$ cat src/rtl/fifo_flops_push_credit_sync.sv
// Flop-based FIFO with a credit-returning push side and a show-ahead valid/ready pop side.
// The sender's credit counter is modelled locally so upstream logic can gate pushes on it.
module fifo_flops_push_credit_sync #(
    parameter int WIDTH = 8,
    parameter int DEPTH = 16,
    parameter int CNT_W = 5
) (
    input  logic             push_clk,
    input  logic             push_rst,
    input  logic             push_sender_in_reset,
    output logic             push_receiver_in_reset,
    input  logic             push_credit_stall,
    output logic             push_credit,
    input  logic             push_valid,
    input  logic [WIDTH-1:0] push_data,
    output logic             push_full,
    output logic [CNT_W-1:0] push_slots,
    input  logic [CNT_W-1:0] credit_initial_push,
    input  logic [CNT_W-1:0] credit_withhold_push,
    output logic [CNT_W-1:0] credit_count_push,
    output logic [CNT_W-1:0] credit_available_push,
    input  logic             pop_ready,
    output logic             pop_valid,
    output logic [WIDTH-1:0] pop_data,
    output logic             pop_empty,
    output logic [CNT_W-1:0] pop_items
);

    localparam int PTR_W = (DEPTH > 1) ? $clog2(DEPTH) : 1;
    localparam logic [PTR_W-1:0] LAST_PTR = PTR_W'(DEPTH - 1);
    localparam logic [CNT_W-1:0] DEPTH_CNT = CNT_W'(DEPTH);

    logic [WIDTH-1:0] mem [DEPTH];
    logic [PTR_W-1:0] wr_ptr;
    logic [PTR_W-1:0] rd_ptr;
    logic [CNT_W-1:0] occupancy;

    logic             push_accept;
    logic             pop_fire;
    logic             credit_ok;
    logic [CNT_W+1:0] credit_sum;

    assign push_full  = (occupancy == DEPTH_CNT);
    assign push_slots = DEPTH_CNT - occupancy;
    assign pop_empty  = (occupancy == '0);
    assign pop_items  = occupancy;
    assign pop_valid  = !pop_empty;
    assign pop_data   = mem[rd_ptr];

    // Pushes without a credit or into a full FIFO are sender errors and are silently dropped.
    assign push_accept = push_valid && (credit_count_push != '0) &&
                         (occupancy < DEPTH_CNT) && !push_rst;
    assign pop_fire    = pop_valid && pop_ready;

    // Credits in flight (held by sender, sitting in the FIFO, or on the wire) must stay below the budget.
    assign credit_sum = {2'b00, credit_count_push} + {2'b00, occupancy} +
                        (CNT_W + 2)'(push_credit);
    assign credit_ok  = !push_receiver_in_reset && !push_sender_in_reset &&
                        !push_credit_stall &&
                        (credit_sum < {2'b00, credit_initial_push});

    assign credit_available_push = (credit_count_push > credit_withhold_push) ?
                                   (credit_count_push - credit_withhold_push) : '0;

    always_ff @(posedge push_clk) begin
        if (push_accept) begin
            mem[wr_ptr] <= push_data;
        end
    end

    always_ff @(posedge push_clk) begin
        if (push_rst) begin
            push_receiver_in_reset <= 1'b1;
            push_credit            <= 1'b0;
            credit_count_push      <= '0;
            wr_ptr                 <= '0;
            rd_ptr                 <= '0;
            occupancy              <= '0;
        end else begin
            push_receiver_in_reset <= 1'b0;
            push_credit            <= credit_ok;

            case ({push_credit, push_accept})
                2'b10:   credit_count_push <= credit_count_push + 1'b1;
                2'b01:   credit_count_push <= credit_count_push - 1'b1;
                default: credit_count_push <= credit_count_push;
            endcase

            if (push_accept) begin
                wr_ptr <= (wr_ptr == LAST_PTR) ? '0 : wr_ptr + 1'b1;
            end
            if (pop_fire) begin
                rd_ptr <= (rd_ptr == LAST_PTR) ? '0 : rd_ptr + 1'b1;
            end

            case ({push_accept, pop_fire})
                2'b10:   occupancy <= occupancy + 1'b1;
                2'b01:   occupancy <= occupancy - 1'b1;
                default: occupancy <= occupancy;
            endcase
        end
    end

endmodule

$ cat config.mk
export PLATFORM = sky130hd
export DESIGN_NAME = fifo_flops_push_credit_sync
export DESIGN_NICKNAME = d
export VERILOG_FILES = /design/src/rtl/fifo_flops_push_credit_sync.sv
export SDC_FILE = /design/constraint.sdc
export NUM_CORES = 1
export LEC_CHECK = 0
export CAP_MARGIN = 15
export CELL_PAD_IN_SITES_DETAIL_PLACEMENT = 1
export CELL_PAD_IN_SITES_GLOBAL_PLACEMENT = 2
export CORE_ASPECT_RATIO = 0.9
export CORE_UTILIZATION = 38
export CTS_CLUSTER_SIZE = 20
export DETAILED_ROUTE_END_ITERATION = 16
export MAX_ROUTING_LAYER = met4
export PLACE_DENSITY_LB_ADDON = 0.1
export RECOVER_POWER = 100
export SLEW_MARGIN = 10
export SYNTH_ARGS = -nofsm -noshare
export SYNTH_HDL_FRONTEND = slang
export SYNTH_SLANG_ARGS = --single-unit
$ cat constraint.sdc
create_clock -name push_clk -period 3.06 [get_ports push_clk]
set_clock_uncertainty 0.15 [all_clocks]
set_input_delay 0.612 -clock push_clk [delete_from_list [all_inputs] [get_ports push_clk]]
set_output_delay 0.612 -clock push_clk [all_outputs]
set_load 0.005 [all_outputs]
==> parameters.txt, run 1 <==
Parameter                              Value

Floorplan
  Effective utilization at floorplan    38.90%
  Die Area    approximately 0.019 sq mm
  Number of top-level pins    57
  Vertical extent of the die    between 100 and 150 microns
  Placement row count    between 40 and 50
  Die outline width    about 140 microns
  Placeable core region    0.01767 sq mm

Critical path
  Endpoint required time on the critical path    approximately 2300 ps
  Capturing point of the worst reg2reg path    credit_count_push[4]$_SDFFE_PP0P_
  Peak fanout along the critical path    4
  Classification of the worst setup path    in -> out
  Slowest library cell on the worst path    sky130_fd_sc_hd__clkdlybuf4s50_1
  Kind of start point of the critical path    input port
  Setup slack, reg-to-reg    roughly 120 ps
  CP cell instances    clkdlybuf4s50_1 > inv_1 > ha_1 > nor2_1 > a21oi_2 > o31ai_2 > a211oi_1 > dlygate4sd2_1
  Delay of the slowest critical-path stage    about 450 ps
  Arrival time of data at the critical path endpoint    2220 ps
  Worst-case reg-to-reg path depth    11
  CP Capture Type    output port
  Reg2reg start    credit_count_push[0]$_SDFFE_PP0P_

Timing
  Unrepaired setup endpoints after global routing    yes
  Worst hold slack across all endpoints    389.5 ps
  Total count of max-transition violations in the final report    0
  Setup violation total in the final timing report    0
  Final Hold Violating Endpoints    0
  Slew @ Worst Pin    ~570 ps
  Share of the clock period used by the worst path after layout    97.61%
  Worst slew slack as a fraction of its limit    just over 60%
  Post-layout worst setup margin    between 70 and 80 ps
  Minimum clock period after layout    around 3000 ps
  Fmax    approximately 330 MHz

Detailed routing
  DR WL/cell    roughly 19 microns
  Detailed-route via count    ~4200
  Detailed Routing Iterations Pass 1    4
  Final antenna-violating net count    0
  DRT Wirelength    ~16000 microns
  Count of unresolved DRC violations after routing    0
  DR iter-0 viols    about 150
  Avg Vias per Cell    5.081

Logic synthesis
  Synth cell count leaders    sky130_fd_sc_hd__edfxtp_1, sky130_fd_sc_hd__mux4_2, sky130_fd_sc_hd__inv_1
  Distinct cells, synth    53
  Post-synthesis instance area    between 0.006 and 0.007 sq mm
  Cell taking the most area after synthesis    sky130_fd_sc_hd__edfxtp_1
  Flip-flop and latch count after synthesis    152
  Warnings, synthesis    0
  Count leader, synth    sky130_fd_sc_hd__edfxtp_1
  Share of synthesized registers carrying an async set or reset    0%
  Number of cells produced by synthesis    ~460
  Post-Synthesis Mean Instance Area    around 15 sq um
  Largest cells by area after synthesis    sky130_fd_sc_hd__edfxtp_1, sky130_fd_sc_hd__mux4_2, sky130_fd_sc_hd__dfxtp_1, sky130_fd_sc_hd__ha_1, sky130_fd_sc_hd__a22oi_1
  Net count of the mapped netlist    slightly above 500
  Share of the yosys chip area belonging to registers    between 60% and 70%
  Count of flip-flops with a built-in enable after synthesis    about 130
  Share of the synthesized area in the top cell type    around 56%
  Top flip-flop cell by instance count after synthesis    sky130_fd_sc_hd__edfxtp_1

Power and ir drop
  Overall power after layout    about 6 mW
  VDD IR-drop max    0.3687 mV
  Portion of total power attributed to sequential cells    roughly 39%
  Sw frac    about a quarter
  Part of the total power dissipated in combinational logic    between 20% and 30%
  Switching power of the nets    between 1.5 and 2 mW
  Clock power share    34.9%
  Standby leakage power    3.233 nW
  Internal power of the cells    between 4 and 5 mW
  Power density normalized to cell area    664.0 mW/mm^2

CTS
  Total of hold buffers inserted after clock tree synthesis    0
  Number of clock sinks    152
  Clock input transition at the sequential cells of the worst setup and hold paths    about 60 ps
  Number of clock buffers inserted by TritonCTS    17
  TritonCTS clock tree    built
  Clk Latency, worst-skew pair    approximately 420 ps
  Root cell of the clock tree    sky130_fd_sc_hd__clkbuf_16
  Bufs on Longest Clock Path    2
  Number of levels the H-tree was split into    4

Global routing
  Largest net degree at the start of global routing    33
  First-pass GRT wire length    between 20000 and 25000 microns
  Number of antenna violations at the first check in global routing    0
  Congestion Overflow GR    0
  Total track usage    between 10% and 20%
  Via count of the first global-routing pass    approximately 4400

Placement
  Post-Place Worst Slack    -493.0 ps
  Post-detail-place hpwl    10760 microns
  Number of buffer cells added on primary ports    56
  Last weighted congestion value of the routability-driven placer    0.7853
  Area after DPL    between 0.008 and 0.009 sq mm

Final layout
  Number of antenna repair diodes    0
  Fraction of final layout cells sized beyond drive strength 1    between 30% and 40%
  Number of nets in the layout    631
  Total non-filler cell area in the finished layout    about 0.009 sq mm
  Post-synthesis to final-layout area growth    31.25%

Hold path
  Hold Crit Start    rd_ptr[3]$_SDFFE_PP0N_
  Hold endpoint    rd_ptr[3]$_SDFFE_PP0N_
  Path category of the worst min-delay check    reg -> reg
  Hold Crit Depth    2

Flow run
  Maximum capacitance violations    0

Outcome
  Status    finished clean
per-layer routing:
layer / part of all wire (%) / global-route usage (%) / routed length, microns
met5: 0 / - / 0
met4: 0.80 / 4.881 / 126
met3: 2.4 / 4.250 / 371
met2: 48 / 29.15 / 7589
met1: 49 / 24.84 / 7661
cell families (layout without fill, tap and decap cells):
kind of cell,after synthesis,in the layout,synth area share [%]
mux,41,41,11.94
flops,152,152,62.91
compound gates,65,65,6.790
xor+xnor,14,14,1.784
fa+ha+maj,30,30,5.788
simple gates,101,101,7.535
buf+inv,52,185,3.258
through the flow:
stage / TNS (ps) / instances / utilization (%)
2_1_floorplan: 0 / 455 / -
4_1_cts: -3.612 / 811 / 49.94
5_1_grt: -41.27 / 828 / 51.06
3_5_place_dp: -2494 / 778 / 45.86
3_3_place_gp: -2261 / 778 / 45.86
6_report: 0 / 828 / 51.06
registers in the layout, indices dropped and copies added (netlist names), named ones only:
signal	flops
credit_count_push	5
push_credit	1
push_receiver_in_reset	1
wr_ptr	4
pop_items	5
mem	128
rd_ptr	4
power by group through the flow:
stage / Clock, mW / Sequential [mW] / Combinational (mW)
2_1_floorplan: 0 / 2.37 / 0.765
3_5_place_dp: 0 / 2.37 / 1.35
4_1_cts: 2.13 / 2.34 / 1.42
5_1_grt: 2.20 / 2.34 / 1.70
3_3_place_gp: 0 / 2.36 / 1.32
6_report: 2.09 / 2.34 / 1.56
timing repair:
| item | CTS | global route |
|---|---|---|
| pin swaps | 4 | 5 |
| gates cloned | 1 | 0 |
| setup buffers | 2 | 17 |
| endpoints found under the setup margin | 14 | 10 |
| gates resized for setup | 48 | 13 |
critical path: cells and delay by family:
family          cells  cell delay, ps
fa+ha+maj           1             340
compound gates      3             430
simple gates        1              70
buf+inv             3             760
how the worst max path moves through the flow:
stage	from	endpoint	slack, ps	depth (start not counted)
floorplan	pop_items[1]$_SDFFE_PP0P_	credit_count_push[4]$_SDFFE_PP0P_	0.02	15
global placement	credit_withhold_push[1]	credit_available_push[2]	-470	9
detailed placement	credit_withhold_push[1]	credit_available_push[4]	-490	9
CTS	flop	pop_data[0]	-4	5
global route	pop_items[1]$_SDFFE_PP0P_	pop_items[4]$_SDFFE_PP0P_	-20	14
finish	credit_withhold_push[4]	credit_available_push[3]	70	8
placed cells by master (no fill, tap or decap), drive strengths merged, types with 17 or more instances in the layout:
master / synthesis / routed
nor2: 23 / 23
ha: 27 / 27
inv: 29 / 31
clkbuf: 11 / 19
clkdlybuf4s50: 0 / 31
dfxtp: 24 / 24
mux4: 32 / 32
a21oi: 17 / 17
buf: 12 / 72
nand2: 20 / 20
edfxtp: 128 / 128
area by class of cell:
type                            count  area [sq um]
Clock buffer                       19         432.9
Clock inverter                     11         148.9
Fill cell                        1738          8647
Inverter                           29         111.4
Multi-Input combinational cell    251          2537
Sequential cell                   152          4334
Tap cell                          240         300.3
Timing Repair Buffer              126          1157
No activity file was read; power rests on OpenSTA's default activity.
==> run 2: changes to the inputs <==
--- a/config.mk
+++ b/config.mk
@@ -12,6 +12,8 @@
 export CORE_UTILIZATION = 38
 export CTS_CLUSTER_SIZE = 20
 export DETAILED_ROUTE_END_ITERATION = 16
+export GPL_TIMING_DRIVEN = 0
+export HOLD_SLACK_MARGIN = 0.08
 export MAX_ROUTING_LAYER = met4
 export PLACE_DENSITY_LB_ADDON = 0.1
 export RECOVER_POWER = 100
==> constraint.sdc (replaced) <==
create_clock -name push_clk -period 3.06 [get_ports push_clk]
set_clock_uncertainty 0.15 [all_clocks]
set_input_delay 0.918 -clock push_clk [delete_from_list [all_inputs] [get_ports push_clk]]
set_output_delay 0.918 -clock push_clk [all_outputs]
set_load 0.005 [all_outputs]
==> parameters.txt, run 2 (synthesis results as in run 1) <==
Parameter                              Value

Final layout
  Flip-flop count of the largest register after layout    128 (unchanged)
  Number of antenna repair diodes    0 (unchanged)
  Reg area    0.004337 sq mm (about the same)
  Post-synthesis to final-layout area growth    34.09%
  Highest-count cells in the layout ignoring fill and taps    sky130_fd_sc_hd__edfxtp_1, sky130_fd_sc_hd__buf_4, sky130_fd_sc_hd__mux4_2, sky130_fd_sc_hd__nor2_1, sky130_fd_sc_hd__nand2_1
  Commonest non-fill, non-tap cell in the layout    sky130_fd_sc_hd__edfxtp_1
  Post-layout utilization of the core    52.17% (+1.1 points)
  Number of nets in the layout    636 (+0.79%)
  Largest Register    mem
  Fill cells    1745 (+0.40%)
  Total area of multi-input combinational cells    0.002703 sq mm (+6.5%)
  Fraction of final layout cells sized beyond drive strength 1    37.48% (+6.2 points)

Critical path
  Peak fanout along the critical path    4 (unchanged)
  Classification of the worst setup path    in -> out
  Endpoint required time on the critical path    1990 ps (-310 ps)
  Setup slack, reg-to-reg    -170 ps (-290 ps)
  Reg2reg start    pop_items[0]$_SDFFE_PP0P_
  CP cell instances    buf_6 > inv_4 > ha_4 > nor2b_4 > o31a_1 > o31ai_4 > buf_4 > a211oi_2 > buf_2
  Slowest library cell on the worst path    sky130_fd_sc_hd__o31a_1
  Kind of start point of the critical path    input port
  Crit path from    credit_withhold_push[1]
  Cell family with most CP delay    compound AO/OA/AOI/OAI gates
  Delay of the slowest critical-path stage    300 ps (-150 ps)
  Number of buffers and inverters on the critical path    4 (+1)
  CP Capture Type    output port
  Arrival time of data at the critical path endpoint    2260 ps (+40 ps)

Detailed routing
  Met2 routed wirelength    9002 microns (+19%)
  Count of unresolved DRC violations after routing    0 (unchanged)
  Detailed-route via count    4298 (+2.2%)
  Routed length on met3    436 microns (+18%)
  DRT Wirelength    17030 microns (+8.1%)
  DR iter-0 viols    134 (-12%)
  Detailed-routing wirelength on met1    7294 microns (-4.8%)
  Top layer used by detailed routing    met4
  Detailed Routing Iterations Pass 1    4 (unchanged)
  Final antenna-violating net count    0 (unchanged)
  Avg Vias per Cell    5.147 (+1.3%)
  DR WL/cell    20.40 microns (+7.2%)

Floorplan
  Effective utilization at floorplan    38.90% (unchanged)
  Placeable core region    0.01767 sq mm (unchanged)
  Number of top-level pins    57 (unchanged)
  Die outline width    143.8 microns (unchanged)
  Die Area    0.01863 sq mm (unchanged)
  Vertical extent of the die    129.6 microns (unchanged)
  Placement row count    46 (unchanged)

Timing
  Worst slew slack as a fraction of its limit    49.56% (-13 points)
  Slew @ Worst Pin    756.6 ps (+191.1 ps)
  Total count of max-transition violations in the final report    0 (unchanged)
  Post-layout worst setup margin    -263.3 ps (-336.5 ps)
  Unrepaired setup endpoints after global routing    yes
  Setup violation total in the final timing report    53 (+53)
  Fmax    300.9 MHz (-10%)
  Minimum clock period after layout    3323 ps (+336.5 ps)
  Setup TNS    -2888 ps (-2888 ps)
  Share of the clock period used by the worst path after layout    108.6% (+11 points)
  Final Hold Violating Endpoints    0 (unchanged)

Global routing
  Via count of the first global-routing pass    4653 (+5.2%)
  Number of antenna violations at the first check in global routing    0 (unchanged)
  First-pass GRT wire length    26610 microns (+8.5%)
  Total track usage    20.69% (+1.9 points)
  Largest net degree at the start of global routing    17 (-48%)
  Congestion Overflow GR    0 (unchanged)

Power and ir drop
  VDD IR-drop max    0.3602 mV (-2.3%)
  Standby leakage power    3.275 nW (+1.3%)
  Power density normalized to cell area    672.7 mW/mm^2 (+1.3%)
  Overall power after layout    6.200 mW (+3.5%)

CTS
  TritonCTS clock tree    built
  Number of clock buffers inserted by TritonCTS    17 (unchanged)
  Root cell of the clock tree    sky130_fd_sc_hd__clkbuf_16
  Number of levels the H-tree was split into    4 (unchanged)
  Bufs on Longest Clock Path    2 (unchanged)
  Clock input transition at the sequential cells of the worst setup and hold paths    70 ps (about the same)
  Clk Latency, worst-skew pair    430 ps (about the same)
  Number of clock sinks    152 (unchanged)

Outcome
  Status    finished with violations
  Violations in the final reports    negative setup slack

Hold path
  Hold Crit Start    rd_ptr[3]$_SDFFE_PP0N_
  Path category of the worst min-delay check    reg -> reg

Flow run
  Maximum capacitance violations    0 (unchanged)

Placement
  Number of buffer cells added on primary ports    56 (unchanged)
  Post-detail-place hpwl    11050 microns (+2.7%)
  Last weighted congestion value of the routability-driven placer    0.7467 (-4.9%)
[run 2: changes by cell type in the layout (fill, tap and decap cells not counted), sizes merged]
cell	delta
buf	+4
bufinv	-1
clkbuf	+15
clkdlybuf4s15	-2
clkdlybuf4s50	-14
clkinv	-1
clkinvlp	-2
dlygate4sd2	-4
dlygate4sd3	+7
dlymetal6s2s	-2
inv	+7
[run 2: power breakdown]
group	internal (mW)	switching, mW	leakage (nW)
clock network	1.24	0.936	0.300
registers	2.28	0.0487	1.35
logic	0.989	0.702	1.63
[run 2: through the flow]
| stage | hold WS (ps) | instance area (sq um) | std cells | setup slack [ps] |
|---|---|---|---|---|
| 2_1_floorplan | 322.6 | 7018 | 455 | 0.02465 |
| 3_3_place_gp | 366.1 | 7879 | 751 | -1198 |
| 3_5_place_dp | 379.0 | 7960 | 756 | -1045 |
| 4_1_cts | 394.0 | 9166 | 830 | -258.4 |
| 5_1_grt | 441.5 | 9218 | 835 | -330.8 |
| 6_report | 379.9 | 9218 | 835 | -263.3 |
[run 2: repair_timing]
action                                  4_1_cts  5_1_grt
hold buffers                                  0        0
gates cloned                                  2        0
buffers inserted                             41       11
pin swaps                                    43       19
resized for setup                           148       29
endpoints found under the setup margin       23       56
[run 2: metal layers]
metal	vias up	track usage (%)
met5	-	-
met4	0	7.760
met3	22	3.769
met2	78	35.78
met1	2191	23.99
li1	2007	-
[run 2: final timing paths]
kind,endpoint,cells past startpoint
worst max-delay path,credit_available_push[3],9
worst max register to register,pop_items[4]$_SDFFE_PP0P_,13
worst min-delay path,flop,2
worst min register to register,flop,2
[run 2: layout make-up]
cell class	count	share of cell area, %
Buffer	19	1.697
Clock buffer	18	4.656
Clock inverter	14	1.928
Inverter	29	1.317
Multi-Input combinational cell	251	29.32
Sequential cell	152	47.05
Tap cell	240	3.258
Timing Repair Buffer	112	10.78
[run 2: worst register-to-register path, stage by stage (launching register included)]
cell and delay (ps):
sky130_fd_sc_hd__dfxtp_4 360, sky130_fd_sc_hd__clkbuf_1 230, sky130_fd_sc_hd__o41ai_4 470, sky130_fd_sc_hd__o2111ai_4 240, sky130_fd_sc_hd__buf_6 170, sky130_fd_sc_hd__buf_6 100
sky130_fd_sc_hd__buf_8 110, sky130_fd_sc_hd__ha_4 160, sky130_fd_sc_hd__xor2_1 140, sky130_fd_sc_hd__ha_2 210, sky130_fd_sc_hd__or3_1 380, sky130_fd_sc_hd__nor3_2 160
sky130_fd_sc_hd__nor3_1 70, sky130_fd_sc_hd__nand3b_1 150
==> RTL change 1 (flow settings as in run 2) <==
Register the output `credit_available_push`, without a reset; this adds one clock of latency there. The other outputs are not delayed to match.
--- a/src/rtl/fifo_flops_push_credit_sync.sv
+++ b/src/rtl/fifo_flops_push_credit_sync.sv
@@ -59,8 +59,9 @@
                         !push_credit_stall &&
                         (credit_sum < {2'b00, credit_initial_push});
 
-    assign credit_available_push = (credit_count_push > credit_withhold_push) ?
-                                   (credit_count_push - credit_withhold_push) : '0;
+    always_ff @(posedge push_clk) begin
+        credit_available_push <= (credit_count_push > credit_withhold_push) ? (credit_count_push - credit_withhold_push) : '0;
+    end
 
     always_ff @(posedge push_clk) begin
         if (push_accept) begin
Behaviour: not the same (Yosys sat finds a counterexample within 4 cycles, from zero or initial values and one cycle with push_rst high).
==> RTL change 1 against run 2 <==
- the flow still finishes with violations (setup timing)
- wire length rose by 3.2%
- sequential cell count rose by 5
- worst setup slack improved by 200 ps
- critical path depth fell by 2
- power fell by 4.6%
- die area rose by 1.2%
- final area fell by 1.8%
- register-to-register slack improved by 130 ps
- synthesized area rose by 1.2%
- fmax rose by 6.5%
- non-clock buffer count fell by 23
- core utilization fell by 1.3 points
- critical endpoint is now pop_data[0]
- largest cell class unchanged
==> RTL change 1: results (changes against run 2) <==
Static Leak: 0.00315 uW (-3.9%)
GRT Util Overall: 0.205 (-0.00176)
Clock buffer depth: 2 (unchanged)
Net switching power of the design: 1590 uW (-6.0%)
IO buf count: 56 (unchanged)
Worst-Skew Late Latency: 430 ps (about the same)
Final Wtd Congestion: 0.754 (+0.91%)
Placement-stage cell area: 7970 um2 (+0.14%)
Clk root buf: clkbuf_16
Via count: 4238 (-1.4%)
Max_slew headroom: 0.280 (-0.215)
Filler cells: 1732 (-0.74%)
DRT iter0 DRCs: 255 (+90%)
Pin count of the biggest net entering global routing: 17 (unchanged)
Top delay family on crit path: buffers and inverters
Post-Synth XOR/XNOR Area: 0.0151 (-0.00274)
Ys async rst share: 0 (unchanged)
Final HPWL from detailed placement: 11400 um (+3.5%)
Synth cell types: 50 (-5.7%)
Failing checks: setup timing
Synthesized net count: 517 (+1.6%)
Final setup fails: 9 (-83%)
First-pass GRT wire length: 26300 um (-1.0%)
Setup ws final: -60.4 ps (+203 ps)
Drt total wl: 17600 um (+3.2%)
Critical Path AT: 2050 ps (-210 ps)
Post-synth top cells: edfxtp_1, mux4_2, dfxtp_1, nor2_1, ha_1
Max FO, Critical Path: 5 (+1)
Htree depth: 4 (unchanged)
Pre-Repair DR Iteration Count: 4 (unchanged)
Post-Synth Adder-Cell Area: 0.0572 (-0.000708)
Critical-path top delay cell: mux4_2
Fin nets: 621 (-2.4%)
CTS clock-pin slew for the worst setup and hold paths: 60 ps
Class of the worst hold path: flip-flop to flip-flop
Layout cells sized above 1: 0.321 (-0.0541)
Top post-synthesis cells by area: edfxtp_1, mux4_2, dfxtp_1
Antenna Cells: 0 (unchanged)
Status: finished, violations left
Number of global-route vias before repair: 4391 (-5.6%)
Synth Area in Compound Gates: 0.0613 (-0.00658)
Register area share after synthesis: 0.636 (+0.00669)
Critical path's largest stage delay: 510 ps (+210 ps)
Yosys warns: 0 (unchanged)
Post-synthesis mux area share: 0.117 (-0.00200)
Peak VDD IR: 0.429 mV (+19%)
RTL change 1: cell types whose count changed after synthesis, sizes merged, moves of 2 or more:
| cell | change |
|---|---|
| a21oi | -2 |
| or3 | +2 |
| xnor2 | -2 |
| nand2 | +5 |
| and2 | -3 |
| nor2 | +6 |
| nor3 | -2 |
| inv | -2 |
| nand3 | +2 |
| nand3b | +2 |
| dfxtp | +5 |
| and3 | -3 |
| nand2b | +3 |
RTL change 1: path summary, 6_finish.rpt:
kind / startpoint / to / slack [ps] / cells after the start
hold reg to reg: push_receiver_in_reset$_DFF_P_ / push_credit$_SDFF_PP0_ / 390 / 3
setup reg to reg: pop_items[1]$_SDFFE_PP0P_ / credit_count_push[4]$_SDFFE_PP0P_ / -40 / 15
hold / removal: push_receiver_in_reset$_DFF_P_ / push_credit$_SDFF_PP0_ / 390 / 3
setup / recovery: flip-flop / pop_data[0] / -60 / 7
RTL change 1: through the flow:
stage	utilization	power [uW]	cells	TNS (ps)	setup WS, ps
after global placement	0.444	3510	759	-78560	-1100
final	0.509	5910	820	-348	-60.4
after detailed placement	0.448	3530	764	-52160	-914
after CTS	0.502	5850	815	-903	-201
after floorplan	-	3100	463	-263	-263
after global routing	0.509	6170	820	-1130	-153
RTL change 1: repair_timing:
item                                   CTS  global route
hold buffers                             0             0
resized for setup                       88            42
pin swaps                               21            20
setup endpoints to repair              104            32
buffers inserted                        21            10
endpoints found under the hold margin    0             0
cloned                                   1             1
RTL change 1: layer usage:
layer  wire, um  part of all wire  global-route usage
met5          0                 0                   -
met4        195             0.011              0.0539
met3        631             0.036              0.0383
met2       8410              0.48               0.311
met1       8330              0.47               0.284
RTL change 1: final cells by class:
cell class,instances,area (um2),share of cell area
flip-flops and latches,157,4430,0.490
multi-input cells,256,2620,0.289
repair buffers,92,887,0.0980
clock buffers,17,425,0.0470
well taps,240,300,0.0332
clock inverters,15,155,0.0171
plain buffers,16,123,0.0135
inverters,27,114,0.0126
RTL change 1: worst reg2reg max path: cells and delay by family (launching register included):
family	cells	cell delay (ps)
and+or+nand+nor	4	550
muxes	2	610
DFF	1	380
xor gates and xnor gates	1	140
buffers and inverters	2	110
AOI/OAI and AO/OA	2	370
adders and majority gates	4	680
RTL change 1: power groups by stage:
stage                     registers, uW  clock network, uW  logic [uW]
final                              2380               2070        1460
after global routing               2390               2200        1580
after CTS                          2380               2120        1360
after detailed placement           2440                  0        1090
after global placement             2440                  0        1070
after floorplan                    2420                  0         670
RTL change 1: cells by family after synthesis:
group | after synthesis
xor+xnor | 12
compound gates | 61
fa+ha+maj | 30
buf+inv | 50
mux | 41
flops | 157
simple gates | 112
==> RTL change 2 (settings of run 2) <==
Made on the original files. Change the parameter `DEPTH` from 16 to 32.
--- a/src/rtl/fifo_flops_push_credit_sync.sv
+++ b/src/rtl/fifo_flops_push_credit_sync.sv
@@ -2,7 +2,7 @@
 // The sender's credit counter is modelled locally so upstream logic can gate pushes on it.
 module fifo_flops_push_credit_sync #(
     parameter int WIDTH = 8,
-    parameter int DEPTH = 16,
+    parameter int DEPTH = 32,
     parameter int CNT_W = 5
 ) (
     input  logic             push_clk,
Function: changed (Yosys sat finds a counterexample within 4 cycles, from zero or initial values and one cycle with push_rst high).
==> RTL change 2 against run 2 <==
- clock power increased by 88%
- hold slack worse by 1.6 ps
- final area rose by 70%
- critical endpoint is now pop_data[4]
- sequential cell count increased by 131
- power is 36% higher
- die area grew 68%
- core utilization grew 0.097 points
- register-to-register slack got worse by 180 ps
- synthesized area grew 69%
- worst setup slack got worse by 160 ps
- the flow finishes with violations (capacitance limit, slew limit, setup timing)
- largest power group unchanged
- wire length grew 70%
==> RTL change 2: results (changes against run 2) <==
Crit path kind: flip-flop to primary output
Filler cells: 2711 (+55%)
Number of global-route vias before repair: 6798 (+46%)
Largest register FFs: 256 (+100%)
Synthesized net count: 713 (+40%)
Met3 WL post-DR: 1160 um (+170%)
Met1 Use GR: 0.263 (+0.0236)
Post-Synth Adder-Cell Area: 0.0409 (-0.0170)
Worst hold margin: 378 ps (-1.62 ps)
DP Worst Slack: -1260 ps (-218 ps)
Failing checks: capacitance limit, slew limit, setup timing
Combinational share of power: 0.017 (-0.256)
Post-Synth XOR/XNOR Area: 0.00980 (-0.00804)
Setup_tns: -4980 ps (-2090 ps)
Peak VDD IR: 0.523 mV (+45%)
Drt total wl: 29000 um (+70%)
Pins Over Slew Limit: 132 (+132)
Synth Area in Compound Gates: 0.0365 (-0.0314)
WL met1: 12900 um (+77%)
DRT iter0 DRCs: 378 (+180%)
Post-synthesis mux area share: 0.130 (+0.0108)
Critical path's largest stage delay: 530 ps (+230 ps)
Final setup fails: 17 (-68%)
First-pass GRT wire length: 43200 um (+62%)
Reg2reg end: credit_count_push[4]$_SDFFE_PP0P_
Fin nets: 863 (+36%)
Status: finished, violations left
Critical Path AT: 2420 ps (+160 ps)
Max Cap Violations: 5 (+5)
Max FO, Critical Path: 10 (+6)
Met3 Use GR: 0.0256 (-0.0121)
Setup ws final: -428 ps (-165 ps)
Worst-Skew Late Latency: 560 ps (+130 ps)
GRT Util Overall: 0.193 (-0.0139)
Reg2Reg Setup Slack: -350 ps (-180 ps)
Worst Max-Slew Pin Slew: 1580 ps (+828 ps)
## RTL change 2: cell count changes after synthesis, sizes merged, moves of 7 or more
cell | before | now
o22ai | 1 | 32
mux4 | 32 | 64
nor2b | 13 | 4
a22oi | 16 | 0
nor4 | 2 | 10
nor3 | 13 | 5
nor2 | 23 | 61
nand2 | 20 | 13
edfxtp | 128 | 256
## RTL change 2: what timing repair did
action / 4_1_cts / 5_1_grt
pin swaps: 72 / 26
setup endpoints to repair: 284 / 210
cloned: 2 / 0
setup buffers: 41 / 27
endpoints found under the hold margin: 0 / 0
resized for setup: 287 / 18
## RTL change 2: layout make-up
cell class	instances	area [um2]	area share
clock buffer	34	786	0.0502
tap	403	504	0.0322
sequential	283	8240	0.527
clock inverter	21	352	0.0225
multi-input combinational	316	4150	0.265
timing repair buffer	125	1280	0.0818
inverter	26	115	0.00735
buffer	22	228	0.0145
